### src/rtl/bmc_rx_controller.sv
// Receive-path frame sequencer: hunts for the sync preamble, clears and feeds the BMC decoder,
// checks biphase-mark legality and captures each decoded block into a valid/ready register.
module bmc_rx_controller #(
  parameter logic [7:0]  SYNC_WORD = 8'hE8,
  parameter int unsigned HALF_BITS = 56,
  parameter int unsigned TIMEOUT   = 255
) (
  input  logic        clk,
  input  logic        rst,
  input  logic        in_valid,
  input  logic        in_bit,
  output logic        in_ready,
  output logic        dec_clear,
  output logic        dec_valid,
  output logic        dec_bit,
  input  logic [27:0] dec_block,
  output logic        o_valid,
  output logic [27:0] o_block,
  input  logic        o_ready,
  output logic        bmc_err,
  output logic        timeout_err,
  output logic [7:0]  drop_count
);

  localparam int unsigned CntW  = $clog2(HALF_BITS);
  localparam int unsigned IdleW = $clog2(TIMEOUT + 1);

  typedef enum logic [1:0] {StHunt, StClear, StRecv, StCapture} state_e;

  state_e            state_q, state_d;
  logic [7:0]        shreg_q, shreg_d;
  logic [CntW-1:0]   cnt_q, cnt_d;
  logic [IdleW-1:0]  idle_q, idle_d;
  logic              prev_q, prev_d;
  logic [27:0]       o_block_q, o_block_d;
  logic              o_valid_q, o_valid_d;
  logic              bmc_err_q, bmc_err_d;
  logic              timeout_err_q, timeout_err_d;
  logic [7:0]        drop_q, drop_d;

  logic       transfer;
  logic       abort;
  logic       bmc_bad;
  logic       last_idx;
  logic       capture_fire;
  logic [7:0] shreg_new;

  assign in_ready     = (state_q == StHunt) || (state_q == StRecv);
  assign transfer     = in_valid && in_ready;
  assign dec_valid    = in_valid && (state_q == StRecv);
  assign dec_bit      = in_bit;
  assign dec_clear    = (state_q == StClear);
  assign shreg_new    = {shreg_q[6:0], in_bit};
  // Even half-bits open a data bit and must toggle the line level.
  assign bmc_bad      = !cnt_q[0] && (in_bit == prev_q);
  assign last_idx     = (cnt_q == CntW'(HALF_BITS - 1));
  assign capture_fire = (state_q == StCapture) && (!o_valid_q || o_ready);

  always_comb begin
    state_d       = state_q;
    shreg_d       = shreg_q;
    cnt_d         = cnt_q;
    idle_d        = idle_q;
    prev_d        = prev_q;
    bmc_err_d     = 1'b0;
    timeout_err_d = 1'b0;
    abort         = 1'b0;

    unique case (state_q)
      StHunt: begin
        if (transfer) begin
          shreg_d = shreg_new;
          if (shreg_new == SYNC_WORD) state_d = StClear;
        end
      end
      StClear: begin
        cnt_d   = '0;
        prev_d  = SYNC_WORD[0];
        state_d = StRecv;
      end
      StRecv: begin
        if (transfer) begin
          idle_d = '0;
          prev_d = in_bit;
          cnt_d  = cnt_q + CntW'(1);
          if (bmc_bad) begin
            bmc_err_d = 1'b1;
            abort     = 1'b1;
            state_d   = StHunt;
          end else if (last_idx) begin
            state_d = StCapture;
          end
        end else if (idle_q == IdleW'(TIMEOUT - 1)) begin
          timeout_err_d = 1'b1;
          abort         = 1'b1;
          state_d       = StHunt;
        end else begin
          idle_d = idle_q + IdleW'(1);
        end
      end
      StCapture: begin
        if (capture_fire) state_d = StHunt;
      end
      default: state_d = StHunt;
    endcase

    // Every return to HUNT demands a complete fresh preamble.
    if (state_d == StHunt && state_q != StHunt) begin
      shreg_d = '0;
      idle_d  = '0;
    end
  end

  always_comb begin
    drop_d    = (abort && drop_q != 8'hFF) ? drop_q + 8'd1 : drop_q;
    o_block_d = capture_fire ? dec_block : o_block_q;
    if (capture_fire)  o_valid_d = 1'b1;
    else if (o_ready)  o_valid_d = 1'b0;
    else               o_valid_d = o_valid_q;
  end

  always_ff @(posedge clk or negedge rst) begin
    if (!rst) begin
      state_q       <= StHunt;
      shreg_q       <= '0;
      cnt_q         <= '0;
      idle_q        <= '0;
      prev_q        <= 1'b0;
      o_block_q     <= '0;
      o_valid_q     <= 1'b0;
      bmc_err_q     <= 1'b0;
      timeout_err_q <= 1'b0;
      drop_q        <= '0;
    end else begin
      state_q       <= state_d;
      shreg_q       <= shreg_d;
      cnt_q         <= cnt_d;
      idle_q        <= idle_d;
      prev_q        <= prev_d;
      o_block_q     <= o_block_d;
      o_valid_q     <= o_valid_d;
      bmc_err_q     <= bmc_err_d;
      timeout_err_q <= timeout_err_d;
      drop_q        <= drop_d;
    end
  end

  assign o_valid     = o_valid_q;
  assign o_block     = o_block_q;
  assign bmc_err     = bmc_err_q;
  assign timeout_err = timeout_err_q;
  assign drop_count  = drop_q;

endmodule

### config.mk
export PLATFORM = sky130hd
export DESIGN_NAME = bmc_rx_controller
export DESIGN_NICKNAME = d
export VERILOG_FILES = /design/src/rtl/bmc_rx_controller.sv
export SDC_FILE = /design/constraint.sdc
export NUM_CORES = 1
export LEC_CHECK = 0
export BUFFER_PORTS_ARGS = -buffer_cell sky130_fd_sc_hd__buf_4
export CAP_MARGIN = 25
export CELL_PAD_IN_SITES_DETAIL_PLACEMENT = 1
export CELL_PAD_IN_SITES_GLOBAL_PLACEMENT = 1
export CORE_UTILIZATION = 40
export DETAILED_ROUTE_END_ITERATION = 10
export GPL_TIMING_DRIVEN = 0
export PLACE_DENSITY = 0.79
export REMOVE_ABC_BUFFERS = 1
export SYNTH_ARGS = -nofsm -noshare
export SYNTH_HDL_FRONTEND = slang
export SYNTH_SLANG_ARGS = --single-unit
### constraint.sdc
create_clock -name clk -period 2.2 [get_ports clk]
set_input_delay 0.22 -clock clk [delete_from_list [all_inputs] [get_ports clk]]
set_output_delay 0.22 -clock clk [all_outputs]
set_load 0.005 [all_outputs]
==> impl_metrics.env <==
export IMPL_status="completed"
export IMPL_leakagePower_uw=0.00174
export IMPL_r2r_cells=4
export IMPL_die_x_um=85.7
export IMPL_hold_ws_ns=0.102
export IMPL_final_hold_violation_count=0
export IMPL_fin_skew_ns=0.00810
export IMPL_yosys_top_cells_count="dfrtp_1 (63), nand2_1 (26), mux2_2 (22)"
export IMPL_critPathArrivalTime_ns=2.26
export IMPL_grt_pass1_wl_um=11200
export IMPL_async_flop_share_pct=100
export IMPL_layout_drive_gt1_share_pct=37.9
export IMPL_synth_cell_types=44
export IMPL_yosys_warnings=0
export IMPL_peakVddDrop_mv=0.238
export IMPL_ys_seq_area_share_pct=56.2
export IMPL_cts_sinks=63
export IMPL_start_util_pct=41.3
export IMPL_dpl_hpwl_um=5070
export IMPL_dieArea_sq_mm=0.00735
export IMPL_slew_headroom_pct=48.0
export IMPL_drc=0
export IMPL_ios=76
export IMPL_wl_per_cell_um=16.2
export IMPL_htreeDepth=3
export IMPL_worstSetupPathType="reg -> reg"
export IMPL_synth_area_leaders="dfrtp_1 (56%), mux2_2 (8.8%), nand2_1 (3.5%)"
export IMPL_cp_end_kind="register"
export IMPL_synth_most_common_cell="dfrtp_1"
export IMPL_cts_buffers=9
export IMPL_row_count=30
export IMPL_tns_ns=0
export IMPL_holdCritPathClass="in -> reg"
export IMPL_area_growth_pct=30.6
export IMPL_finalSetupViolCount=0
export IMPL_antenna_found_initial=0
export IMPL_synth_main_ff_cell="dfrtp_1"
export IMPL_synth_edf_count=0
export IMPL_post_route_period_util_pct=92.8
export IMPL_cts_tree="yes"
export IMPL_placed_cell_area_sq_mm=0.00346
export IMPL_maxCapViolations=0
export IMPL_whs_path_depth=2
export IMPL_numPortBuffers=75
export IMPL_yosys_area_top_type="dfrtp_1"
export IMPL_vias=2155
export IMPL_num_antenna_cells=0
export IMPL_critPathMaxFanout=11
export IMPL_globalRouteOverflowTotal=0
export IMPL_final_nets=359
export IMPL_clk_latency_ns=0.34
export IMPL_first_pass_iters=4
export IMPL_die_height_um=85.7
export IMPL_fmax_ghz=0.490
export IMPL_wirelength_um=6850
export IMPL_root_buffer="clkbuf_8"
export IMPL_grt_pass1_vias=2176
export IMPL_syn_inst=242
export IMPL_fin_util_pct=53.9
export IMPL_powerDensity_mw_per_mm2=654
export IMPL_core_sq_mm=0.00679
export IMPL_grtUsageTotal_pct=19.8
export IMPL_maxSlewViolCount=0
export IMPL_startpoint_type="register"
export IMPL_rsz0062_at_grt="false"
export IMPL_drt_iter0_drc=52
export IMPL_finalInstanceArea_sq_mm=0.00366
export IMPL_design_power_total_uw=2400
export IMPL_syn_area_sq_mm=0.00281
export IMPL_worst_slew_pin_slew_ns=0.780
export IMPL_grt_start_max_net_pins=64
export IMPL_critPathRequiredTime_ns=2.42
export IMPL_clk_pin_slew_ns=0.07
export IMPL_synth_seq_cells=63
export IMPL_rrSetupSlack_ns=0.16
export IMPL_cts_buffer_depth=2
export IMPL_synth_area_per_cell_sq_um=11.6
export IMPL_final_antenna_net_count=0
export IMPL_synth_top_area_share_pct=56.2
export IMPL_place_gp_congestion=0.769
export IMPL_min_period_ns=2.04
export IMPL_vias_per_cell=5.09
==> sequential cells by signal, indices dropped and copies added (netlist names), 2 cells and up <==
| name | cells |
|---|---|
| cnt_q | 6 |
| drop_count | 8 |
| idle_q | 8 |
| o_block | 28 |
| shreg_q | 7 |
| state_q | 2 |
==> per-stage QoR <==
stage,cells,worst slack (ns)
3_3_place_gp,405,-0.143
5_1_grt,423,0.0622
4_1_cts,423,0.101
2_1_floorplan,234,0.279
6_report,423,0.158
3_5_place_dp,406,0.114
==> power by group <==
group	switching (uW)	leakage, uW	total [uW]	internal (uW)
Clock	451	0.0000960	971	519
Combinational	79.5	0.000849	186	106
Sequential	34.8	0.000792	1240	1210
==> cell usage in the layout, fill, tap and decap left out, types with 2 or more instances in the layout <==
cell type  netlist  routed
a21oi_1         12      12
and2b_2          2       2
and3_1           3       3
buf_4            1      75
clkbuf_8         0       9
clkinv_2         0       3
dfrtp_1         63      63
ha_1             4       4
inv_1            4       4
mux2_1           8       8
mux2_2          22      22
nand2_1         26      26
nand2b_1         4       4
nand3_1         10      10
nand4_1          7       7
nor2_1          13      13
nor3_1           7       7
o21ai_0         14      14
xnor2_1          7       7
xor2_1           4       4
==> path summary, 6_finish.rpt <==
check / startpoint / end
max: state_q[0] / drop_count[1]
min: dec_block[20] / o_block[20]
max reg2reg: state_q[0] / drop_count[1]
min in group asynchronous: rst / o_block[8]
min reg2reg: o_block[11] / o_block[11]
max in group asynchronous: rst / prev_q
==> area by class of cell <==
class                      instances  area (sq um)
fill                             740          3130
clock inverter                     6          61.3
timing repair buffer              77           588
multi-input combinational        166          1170
inverter                           5          18.8
sequential                        63          1580
tap                               96           120
clock buffer                      10           128
==> cells by family after synthesis <==
logic type | Yosys count | synth area share, %
flops | 63 | 56.2
xor+xnor | 11 | 3.43
mux | 31 | 12.4
fa+ha+maj | 4 | 1.78
simple gates | 85 | 16.3
buf+inv | 13 | 2.10
compound gates | 35 | 7.76
==> per-layer routing <==
metal,wire (um),global-route usage (%)
met5,0,0
met3,451,5.58
met2,3190,31.9
met4,39,4.70
met1,3170,26.6
==> critical path, cell delays in order, from the launching register on <==
cell     delay [ns]
dfrtp_1        0.54
and2b_2        0.33
nor4_4         0.33
o21ba_1        0.37
mux2_1         0.36
==> what timing repair did <==
item,4_1_cts,5_1_grt
buffers inserted,0,0
endpoints found under the setup margin,0,1
hold buffers,1,0
endpoints found under the hold margin,51,0
resized for setup,0,1
Note: power is estimated with default switching activity, not from simulation.
